[src/rtl/matrix_block_reader.sv]
// Streams one stored matrix out of the shared matrix BRAM as a valid/ready
// element stream in row-major or column-major order.
module matrix_block_reader #(
  parameter int BLOCK_SIZE = 1152,
  parameter int DATA_WIDTH = 32,
  parameter int ADDR_WIDTH = 14,
  parameter int ID_WIDTH   = 3,
  parameter int META_WORDS = 3,
  parameter int DIM_WIDTH  = 8,
  parameter int RD_LATENCY = 1,
  parameter int FIFO_DEPTH = 4
) (
  input  logic                  clk,
  input  logic                  rst,
  input  logic                  start,
  input  logic [ID_WIDTH-1:0]   matrix_id,
  input  logic                  col_major,
  output logic                  mem_rd_en,
  output logic [ADDR_WIDTH-1:0] mem_rd_addr,
  input  logic [DATA_WIDTH-1:0] mem_rd_data,
  output logic [DIM_WIDTH-1:0]  shape_rows,
  output logic [DIM_WIDTH-1:0]  shape_cols,
  output logic                  out_valid,
  input  logic                  out_ready,
  output logic [DATA_WIDTH-1:0] out_data,
  output logic [DIM_WIDTH-1:0]  out_row,
  output logic [DIM_WIDTH-1:0]  out_col,
  output logic                  out_last,
  output logic [3:0]            status,
  output logic                  done
);
  localparam int PTR_W = $clog2(FIFO_DEPTH);
  localparam int CNT_W = PTR_W + 1;
  localparam int unsigned MAX_ELEMS = BLOCK_SIZE - META_WORDS;
  localparam logic [CNT_W:0] DEPTH_C = (CNT_W+1)'(FIFO_DEPTH);

  typedef enum logic [3:0] {
    S_IDLE, S_CHECK, S_META_WAIT, S_STREAM, S_DRAIN,
    S_SUCCESS, S_ERR_ID, S_ERR_EMPTY, S_ERR_FORMAT
  } state_t;

  state_t state, state_next;

  logic [ID_WIDTH-1:0]   id_q;
  logic                  col_major_q;
  logic [ADDR_WIDTH-1:0] base_q, addr_q, col_addr_q;
  logic [DIM_WIDTH-1:0]  r_q, c_q;
  logic [1:0]            meta_cnt;
  logic [RD_LATENCY-1:0] pipe_v;
  logic [DIM_WIDTH-1:0]  pipe_row [RD_LATENCY];
  logic [DIM_WIDTH-1:0]  pipe_col [RD_LATENCY];
  logic                  pipe_last [RD_LATENCY];
  logic [CNT_W-1:0]      outstanding, fifo_cnt;
  logic [PTR_W-1:0]      wr_ptr, rd_ptr;
  logic [DATA_WIDTH-1:0] fifo_data [FIFO_DEPTH];
  logic [DIM_WIDTH-1:0]  fifo_row [FIFO_DEPTH];
  logic [DIM_WIDTH-1:0]  fifo_col [FIFO_DEPTH];
  logic                  fifo_last [FIFO_DEPTH];

  logic                   issue, ret, pop, meta_done, at_last, credit_ok, can_start;
  logic [DIM_WIDTH-1:0]   meta_rows, meta_cols;
  logic [2*DIM_WIDTH-1:0] area;
  logic [CNT_W:0]         inflight;

  function automatic logic is_term(state_t s);
    return (s == S_SUCCESS) || (s == S_ERR_ID) || (s == S_ERR_EMPTY) || (s == S_ERR_FORMAT);
  endfunction

  assign can_start = (state == S_IDLE) || is_term(state);
  assign meta_rows = mem_rd_data[DATA_WIDTH-1 -: DIM_WIDTH];
  assign meta_cols = mem_rd_data[DATA_WIDTH-1-DIM_WIDTH -: DIM_WIDTH];
  assign area      = (2*DIM_WIDTH)'(meta_rows) * (2*DIM_WIDTH)'(meta_cols);
  assign meta_done = (meta_cnt == 2'(RD_LATENCY - 1));
  assign at_last   = (r_q == shape_rows - DIM_WIDTH'(1)) && (c_q == shape_cols - DIM_WIDTH'(1));
  // Reads in flight plus buffered elements may never exceed the FIFO, so every
  // returning word always has a slot even if the consumer stalls.
  assign inflight  = {1'b0, outstanding} + {1'b0, fifo_cnt};
  assign credit_ok = inflight < DEPTH_C;
  assign ret       = pipe_v[RD_LATENCY-1];
  assign pop       = out_valid && out_ready;

  always_comb begin
    state_next  = state;
    issue       = 1'b0;
    mem_rd_en   = 1'b0;
    mem_rd_addr = '0;
    case (state)
      S_IDLE, S_SUCCESS, S_ERR_ID, S_ERR_EMPTY, S_ERR_FORMAT:
        if (start) state_next = S_CHECK;
      S_CHECK:
        if (id_q == '0) state_next = S_ERR_ID;
        else begin
          mem_rd_en   = 1'b1;
          mem_rd_addr = base_q;
          state_next  = S_META_WAIT;
        end
      S_META_WAIT:
        if (meta_done) begin
          if (meta_rows == '0 || meta_cols == '0) state_next = S_ERR_EMPTY;
          else if (32'(area) > 32'(MAX_ELEMS))    state_next = S_ERR_FORMAT;
          else                                    state_next = S_STREAM;
        end
      S_STREAM:
        if (credit_ok) begin
          issue       = 1'b1;
          mem_rd_en   = 1'b1;
          mem_rd_addr = addr_q;
          if (at_last) state_next = S_DRAIN;
        end
      S_DRAIN:
        if (fifo_cnt == '0 && outstanding == '0) state_next = S_SUCCESS;
      default: state_next = S_IDLE;
    endcase
  end

  always_comb begin
    case (state)
      S_IDLE:       status = 4'd0;
      S_SUCCESS:    status = 4'd2;
      S_ERR_ID:     status = 4'd4;
      S_ERR_EMPTY:  status = 4'd5;
      S_ERR_FORMAT: status = 4'd7;
      default:      status = 4'd1;
    endcase
  end

  always_ff @(posedge clk or posedge rst) begin
    if (rst) begin
      state       <= S_IDLE;
      done        <= 1'b0;
      id_q        <= '0;
      col_major_q <= 1'b0;
      base_q      <= '0;
      addr_q      <= '0;
      col_addr_q  <= '0;
      r_q         <= '0;
      c_q         <= '0;
      meta_cnt    <= '0;
      shape_rows  <= '0;
      shape_cols  <= '0;
    end else begin
      state <= state_next;
      done  <= is_term(state_next) && !is_term(state);
      if (start && can_start) begin
        id_q        <= matrix_id;
        col_major_q <= col_major;
        base_q      <= ADDR_WIDTH'(32'(matrix_id) * 32'(BLOCK_SIZE));
        shape_rows  <= '0;
        shape_cols  <= '0;
      end
      if (state == S_CHECK) meta_cnt <= '0;
      else if (state == S_META_WAIT) meta_cnt <= meta_cnt + 2'd1;
      if (state == S_META_WAIT && meta_done) begin
        shape_rows <= meta_rows;
        shape_cols <= meta_cols;
        addr_q     <= base_q + ADDR_WIDTH'(META_WORDS);
        col_addr_q <= base_q + ADDR_WIDTH'(META_WORDS);
        r_q        <= '0;
        c_q        <= '0;
      end
      // Incremental walk: col-major steps by cols and restarts at the next column head.
      if (issue) begin
        if (!col_major_q) begin
          addr_q <= addr_q + ADDR_WIDTH'(1);
          if (c_q == shape_cols - DIM_WIDTH'(1)) begin
            c_q <= '0;
            r_q <= r_q + DIM_WIDTH'(1);
          end else c_q <= c_q + DIM_WIDTH'(1);
        end else if (r_q == shape_rows - DIM_WIDTH'(1)) begin
          r_q        <= '0;
          c_q        <= c_q + DIM_WIDTH'(1);
          addr_q     <= col_addr_q + ADDR_WIDTH'(1);
          col_addr_q <= col_addr_q + ADDR_WIDTH'(1);
        end else begin
          r_q    <= r_q + DIM_WIDTH'(1);
          addr_q <= addr_q + ADDR_WIDTH'(shape_cols);
        end
      end
    end
  end

  always_ff @(posedge clk or posedge rst) begin
    if (rst) begin
      pipe_v      <= '0;
      outstanding <= '0;
      for (int i = 0; i < RD_LATENCY; i++) begin
        pipe_row[i]  <= '0;
        pipe_col[i]  <= '0;
        pipe_last[i] <= 1'b0;
      end
    end else begin
      pipe_v[0]    <= issue;
      pipe_row[0]  <= r_q;
      pipe_col[0]  <= c_q;
      pipe_last[0] <= at_last;
      for (int i = 1; i < RD_LATENCY; i++) begin
        pipe_v[i]    <= pipe_v[i-1];
        pipe_row[i]  <= pipe_row[i-1];
        pipe_col[i]  <= pipe_col[i-1];
        pipe_last[i] <= pipe_last[i-1];
      end
      outstanding <= outstanding + CNT_W'(issue) - CNT_W'(ret);
    end
  end

  always_ff @(posedge clk or posedge rst) begin
    if (rst) begin
      wr_ptr   <= '0;
      rd_ptr   <= '0;
      fifo_cnt <= '0;
      for (int i = 0; i < FIFO_DEPTH; i++) begin
        fifo_data[i] <= '0;
        fifo_row[i]  <= '0;
        fifo_col[i]  <= '0;
        fifo_last[i] <= 1'b0;
      end
    end else begin
      if (ret) begin
        fifo_data[wr_ptr] <= mem_rd_data;
        fifo_row[wr_ptr]  <= pipe_row[RD_LATENCY-1];
        fifo_col[wr_ptr]  <= pipe_col[RD_LATENCY-1];
        fifo_last[wr_ptr] <= pipe_last[RD_LATENCY-1];
        wr_ptr            <= wr_ptr + PTR_W'(1);
      end
      if (pop) rd_ptr <= rd_ptr + PTR_W'(1);
      fifo_cnt <= fifo_cnt + CNT_W'(ret) - CNT_W'(pop);
    end
  end

  assign out_valid = (fifo_cnt != '0);
  assign out_data  = out_valid ? fifo_data[rd_ptr] : '0;
  assign out_row   = out_valid ? fifo_row[rd_ptr]  : '0;
  assign out_col   = out_valid ? fifo_col[rd_ptr]  : '0;
  assign out_last  = out_valid && fifo_last[rd_ptr];
endmodule
[config.mk]
export PLATFORM = sky130hd
export DESIGN_NAME = matrix_block_reader
export DESIGN_NICKNAME = d
export VERILOG_FILES = /design/src/rtl/matrix_block_reader.sv
export SDC_FILE = /design/constraint.sdc
export NUM_CORES = 1
export LEC_CHECK = 0
export ABC_AREA = 1
export CORE_MARGIN = 2
export CORE_UTILIZATION = 63
export CTS_BUF_LIST = sky130_fd_sc_hd__clkbuf_2
export DETAILED_ROUTE_END_ITERATION = 10
export MAX_ROUTING_LAYER = met4
export PLACE_DENSITY = 0.85
export SLEW_MARGIN = 10
export SYNTH_ARGS = -nofsm -noshare
export SYNTH_HDL_FRONTEND = slang
export SYNTH_SLANG_ARGS = --single-unit
[constraint.sdc]
create_clock -name clk -period 16.6 [get_ports clk]
set_input_delay 2.49 -clock clk [delete_from_list [all_inputs] [get_ports clk]]
set_output_delay 2.49 -clock clk [all_outputs]
set_load 0.02 [all_outputs]
==> results of run 1 <==
cells by family (layout without fill, tap and decap cells):
family / count (synthesis) / after routing / synth area share, %
AO/OA/AOI/OAI: 505 / 505 / 15.33
other: 1 / 2 / 0.02174
XOR/XNOR: 51 / 51 / 2.589
adder cells (fa/ha/maj): 100 / 100 / 8.950
AND/OR/NAND/NOR: 900 / 900 / 21.02
flip-flops: 295 / 295 / 42.79
buffers and inverters: 423 / 570 / 9.299
where the power goes:
part | switching, mW | internal, mW
Combinational | 1.05 | 0.652
Sequential | 0.171 | 0.937
Clock | 0.302 | 0.195
cell usage in the layout (no fill, tap or decap), types with 2 or more instances in the layout:
| master | n |
|---|---|
| nand2_1 | 487 |
| o21ai_0 | 358 |
| inv_1 | 297 |
| dfrtp_1 | 293 |
| nor2_1 | 283 |
| clkdlybuf4s50_1 | 124 |
| clkbuf_2 | 99 |
| a21oi_1 | 89 |
| nand3_1 | 73 |
| ha_1 | 61 |
| fa_1 | 39 |
| xor2_1 | 33 |
| o22ai_1 | 22 |
| nand4_1 | 19 |
| xnor2_1 | 18 |
| clkinv_1 | 13 |
| buf_4 | 13 |
| inv_2 | 12 |
| nand2_2 | 10 |
| o211ai_1 | 9 |
| nor3_1 | 8 |
| a22oi_1 | 7 |
| nor4_1 | 6 |
| clkinv_2 | 5 |
| a31oi_1 | 4 |
| nor2_2 | 4 |
| nor2_4 | 3 |
| o21ai_1 | 3 |
| nand3_2 | 2 |
| o2111ai_1 | 2 |
| o32ai_1 | 2 |
| clkinv_4 | 2 |
| inv_6 | 2 |
| bufinv_16 | 2 |
| dfrtp_2 | 2 |
registers in the layout, indices dropped and copies added (netlist names), 8 cells and up:
name,flops
addr_q,14
fifo_data,128
pipe_col,8
c_q,8
shape_cols,8
fifo_row,32
r_q,8
fifo_col,32
col_addr_q,14
pipe_row,8
shape_rows,8
Yosys cell counts (all sizes together):
| cell | instances |
|---|---|
| o31ai | 1 |
| o22ai | 22 |
| o32ai | 2 |
| o21ai | 362 |
| fa | 39 |
| a311oi | 1 |
| dfrtp | 295 |
| clkinv | 3 |
| xnor2 | 18 |
| buf | 23 |
| o2111ai | 2 |
| nand4 | 19 |
| a31oi | 4 |
| nor2 | 290 |
| conb | 1 |
| ha | 61 |
| o221ai | 1 |
| a21oi | 89 |
| o311ai | 1 |
| o21bai | 1 |
| nand2 | 497 |
| o21a | 1 |
| nand3 | 75 |
| or3 | 1 |
| nand3b | 1 |
| clkbuf | 88 |
| and3 | 1 |
| a22oi | 7 |
| a21boi | 1 |
| a22o | 1 |
| xor2 | 33 |
| nor3 | 9 |
| and2 | 1 |
| o211ai | 9 |
| inv | 309 |
| nor4 | 6 |
how the worst min path moves through the flow:
| stage | depth (start not counted) | slack, ps | start | endpoint |
|---|---|---|---|---|
| floorplan | 0 | 400 | c_q[5] | pipe_col[5] |
| global placement | 2 | 460 | fifo_last[2] | fifo_last[2] |
| detailed placement | 0 | 450 | r_q[5] | pipe_row[5] |
| CTS | 0 | 430 | c_q[5] | pipe_col[5] |
| global route | 0 | 440 | c_q[5] | pipe_col[5] |
| finish | 0 | 460 | c_q[5] | pipe_col[5] |
metal layers:
| metal | vias up | track usage, % |
|---|---|---|
| met4 | 0 | 11.22 |
| li1 | 7493 | - |
| met3 | 96 | 5.410 |
| met2 | 670 | 52.32 |
| met5 | - | - |
| met1 | 7379 | 41.45 |
per-stage QoR:
step | cell area [µm²] | hold WS [ps] | util (%) | setup slack (ps) | std cells
after floorplan | 17250 | 395.3 | - | 5963 | 2275
after global placement | 18600 | 459.5 | 69.03 | 9312 | 2642
after detailed placement | 18600 | 447.9 | 69.03 | 9180 | 2642
after CTS | 19260 | 430.8 | 71.46 | 10080 | 2763
after global routing | 19260 | 442.9 | 71.47 | 9764 | 2764
final | 19260 | 459.5 | 71.47 | 10020 | 2764
cell type report:
class                   count  area share [%]
clock buffers              99           2.572
repair buffers            137           6.950
multi-input cells        1557           42.96
diodes                      1         0.01299
inverters                 312           6.119
clock inverters            22          0.8379
well taps                 341           2.215
flip-flops and latches    295           38.34
worst max-delay path, cell delays in order (launching register included):
cell and delay, ps:
dfrtp_1 420, ha_1 290, or3_1 340, a31oi_1 530, nand2_2 600, o21ai_0 380
clkdlybuf4s50_1 650
==> results.yml, run 1 <==
yosys:
  synth_top_area_share_pct: 42.79
  syn_area_mm2: 0.01725
  syn-num-nets: 2415
  avgSynthCellArea_um2: 7.583
  synthDistinctLibCells: 47
  yosys_warnings: 0
  syn-instance-count: 2275
  synth_area_leaders: "dfrtp_1 (43%), nand2_1 (11%), o21ai_0 (10%)"
  synth_top_cell_by_area: "dfrtp_1"
  yosysSeqAreaShare_pct: 42.79
  synth_seq_cells: 295
final_layout:
  fillers: 2223
  drive_above_1_share_pct: 6.565
  seq_area_mm2: 0.007385
  multi_input_area_mm2: 0.008274
  area_delta_synth_final_pct: 11.66
  layout.nets: 2520
routing:
  route.met2.wl_mm: 21.10
  wire_per_inst_um: 16.02
  initialDrtViolationCount: 1521
  dr.pass1.iters: 5
  drt-vias-per-instance: 5.658
  dr.max_layer_used: "met4"
  drt_wl_total_mm: 44.27
  wl_met1_mm: 18.43
  drc: 0
  dr_wl_met3_mm: 3.620
  vias: 15638
  ant_nets: 0
die:
  coreArea_mm2: 0.02695
  fp.dieW_um: 169.5
  rows: 60
  die_area_mm2: 0.02872
  start_util_pct: 64.01
  ioPinCount: 126
  die_h_um: 169.5
timing:
  fin_crit_sh_pct: 39.63
  final_max_slew_viol_count: 0
  fmax_mhz: 152.0
  tightest_slew_ps: 1159
  rsz0062_at_grt: "false"
  fin_crit_ps: 6578
  hold_violations: 0
  clock_skew_ps: 122.3
  fin_setup_tns_ps: 0
  slew_headroom_pct: 22.72
  setup-violations-final: 0
clocking:
  cts_setup_buffers: 0
  numCtsBuffers: 77
  clk_pin_slew_ps: 100
  cts-hold-fix-buffers: 0
  cts_buffer_depth: 3
  cts_sinks: 295
  htree_levels: 3
  cts_root_buf: "clkbuf_2"
  clock_latency_ps: 900
  cts_tree: "yes"
  postCtsResizedCells: 0
min_path:
  hold_path_class: "reg2reg"
global_route:
  grt_max_degree: 148
  grt_pass1_wl_mm: 72.86
  grt.total_usage_pct: 32.25
  overflow: 0
  grt_antenna_before_repair: 1
  grt_pass1_vias: 15132
worst_setup_path:
  reg2reg_from: "outstanding[2]"
  setup.worst_path.class: "reg2out"
  path_max_fanout: 33
  arrival_ps: 4090
  worstPathRequired_ps: 14110
  startpoint: "outstanding[2]"
  cp-start-kind: "flip-flop"
  r2r_end: "r_q[1]"
  rrSetupSlack_ps: 12940
  reg2regPathDepth: 10
  cp-end-kind: "output port"
  crit_path_end: "mem_rd_addr[8]"
place:
  gp_congestion: 0.9482
  portBuffers: 124
  hpwl_mm: 29.50
power:
  finalPower_mw: 3.312
  power_leakage_nw: 9.821
  p_per_area_mw_per_mm2: 171.9
  peakVddDrop_mv: 0.1303
run:
  drv_cap: 0
outcome:
  run_status: "finished clean"
No activity file was read; power rests on OpenSTA's default activity.
==> run 2, diff against run 1 <==
--- a/config.mk
+++ b/config.mk
@@ -7,11 +7,11 @@
 export LEC_CHECK = 0
 export ABC_AREA = 1
 export CORE_MARGIN = 2
-export CORE_UTILIZATION = 63
+export CORE_UTILIZATION = 55
 export CTS_BUF_LIST = sky130_fd_sc_hd__clkbuf_2
 export DETAILED_ROUTE_END_ITERATION = 10
 export MAX_ROUTING_LAYER = met4
-export PLACE_DENSITY = 0.85
+export PLACE_DENSITY = 0.78
 export SLEW_MARGIN = 10
 export SYNTH_ARGS = -nofsm -noshare
 export SYNTH_HDL_FRONTEND = slang
==> constraint.sdc (replaced) <==
create_clock -name clk -period 5.8 [get_ports clk]
set_input_delay 0.87 -clock clk [delete_from_list [all_inputs] [get_ports clk]]
set_output_delay 0.87 -clock clk [all_outputs]
set_load 0.02 [all_outputs]
==> results.yml, run 2 (synthesized netlist as in run 1, its figures left out) <==
timing:
  rsz0062_at_grt: "false"
  tightest_slew_ps: 1160
  fin_crit_sh_pct: 85.00
  slew_headroom_pct: 22.65
  clock_skew_ps: 138.9
  setup-violations-final: 0
  final_max_slew_viol_count: 0
  hold_violations: 0
  fin_setup_tns_ps: 0
  fin_crit_ps: 4930
  fmax_mhz: 202.8
clocking:
  cts_setup_buffers: 0
  cts_buffer_depth: 3
  clk_pin_slew_ps: 100
  cts-hold-fix-buffers: 0
  cts_tree: "yes"
  clock_latency_ps: 950
  cts_root_buf: "clkbuf_2"
  numCtsBuffers: 78
  cts_sinks: 295
  postCtsResizedCells: 0
  htree_levels: 3
worst_setup_path:
  arrival_ps: 4060
  critPathSlowestCell: "clkdlybuf4s50_1"
  worstPathRequired_ps: 4930
  setup.worst_path.class: "reg2out"
  critPathTopFamily: "simple AND/OR/NAND/NOR gates"
  cp-start-kind: "flip-flop"
  cp-end-kind: "output port"
  critPathMaxStageDelay_ps: 670
  path_max_fanout: 33
  path_cells: "ha_1 > or3_1 > a31oi_1 > nand2_2 > o21ai_0 > clkdlybuf4s50_1"
  path_buf_inv: 1
final_layout:
  drive_above_1_share_pct: 7.368
  finalInstanceArea_mm2: 0.01948
  layout.nets: 2533
  largest_reg_flops: 128
  area_delta_synth_final_pct: 12.93
  layout_common_cells: "nand2_1 (487), o21ai_0 (358), inv_1 (297)"
  final_common_cell: "nand2_1"
  top_register: "fifo_data"
  top_regs: "fifo_data: 128 flops, fifo_col: 32 flops, fifo_row: 32 flops"
  final_cell_count_no_fill: 2840
global_route:
  grt_max_degree: 190
  grt_pass1_wl_mm: 74.07
  overflow: 0
  grt.total_usage_pct: 28.40
  grt_pass1_vias: 15046
  grt_antenna_before_repair: 1
power:
  power_leakage_nw: 9.913
  p_seq_share_pct: 33.2
  internal_power_mw: 5.167
  p_per_area_mw_per_mm2: 489.9
  p_sw_mw: 4.375
  comb_power_share_pct: 51.3
  pwr-share-clk_pct: 15.5
  swShare_pct: 45.85
  peakVddDrop_mv: 0.3497
place:
  placedCellCount: 2709
  hpwl_mm: 29.94
  gp_congestion: 0.9433
  portBuffers: 124
  place_area_mm2: 0.01877
min_path:
  hold_path_class: "in2reg"
die:
  coreArea_mm2: 0.03075
  start_util_pct: 56.10
  die_h_um: 181.1
  rows: 64
  ioPinCount: 126
  fp.dieW_um: 181.1
  die_area_mm2: 0.03280
routing:
  initialDrtViolationCount: 1253
  drt_wl_total_mm: 44.58
  ant_nets: 0
  dr.pass1.iters: 5
  vias: 15492
  wire_per_inst_um: 15.70
  drt-vias-per-instance: 5.455
  drc: 0
run:
  drv_cap: 0
outcome:
  run_status: "finished clean"
run 2: cell count changes in the layout (fill, tap and decap cells not counted):
cell | previous run | this run
buf_4 | 13 | 24
clkinvlp_4 | 0 | 2
clkbuf_2 | 99 | 111
buf_12 | 0 | 1
clkinv_4 | 2 | 1
clkinv_2 | 5 | 1
run 2: final timing paths:
path | start | to | slack (ps) | cells after the start
min in group asynchronous | rst | fifo_data[76] | 480 | 3
max in group asynchronous | rst | fifo_row[15] | 4010 | 4
max reg2reg | outstanding[2] | r_q[0] | 2010 | 10
min | matrix_id[1] | id_q[1] | 460 | 3
min reg2reg | fifo_data[83] | fifo_data[83] | 490 | 2
max | outstanding[2] | mem_rd_addr[8] | 870 | 6
run 2: tightest hold or removal path: stages:
cell             delay [ps]
clkdlybuf4s50_1         390
nand2_1                  60
nand2_1                  50
run 2: cell type report:
cell class / instances / area, µm²
Antenna cell: 1 / 2.502
Fill cell: 2778 / 11270
Tap cell: 396 / 495.5
Sequential cell: 295 / 7385
Clock buffer: 111 / 555.5
Inverter: 312 / 1175
Clock inverter: 19 / 151.4
Multi-Input combinational cell: 1557 / 8274
Timing Repair Buffer: 149 / 1441
run 2: power groups by stage:
stage	Combinational, mW	Clock [mW]	Sequential, mW
3_3_place_gp	4.78	0	3.17
4_1_cts	4.90	1.52	3.15
6_report	4.90	1.48	3.16
5_1_grt	5.50	1.62	3.24
2_1_floorplan	3.32	0	3.07
3_5_place_dp	4.86	0	3.19
run 2: through the flow:
stage	total power, mW	util [%]	setup slack, ps	hold slack (ps)
floorplan	6.392	-	858.7	395.3
global route	10.36	63.35	639.2	423.6
CTS	9.572	63.34	870.4	413.3
finish	9.543	63.35	870.1	456.5
global placement	7.945	61.04	165.6	451.6
detailed placement	8.054	61.04	83.56	463.6
run 2: metal layers:
metal / share of wire, % / GRT usage (%) / routed length [µm]
met3: 7.1 / 5.019 / 3172
met5: 0 / - / 0
met2: 46 / 44.14 / 20690
met1: 43 / 37.23 / 19260
met4: 3.3 / 11.22 / 1456
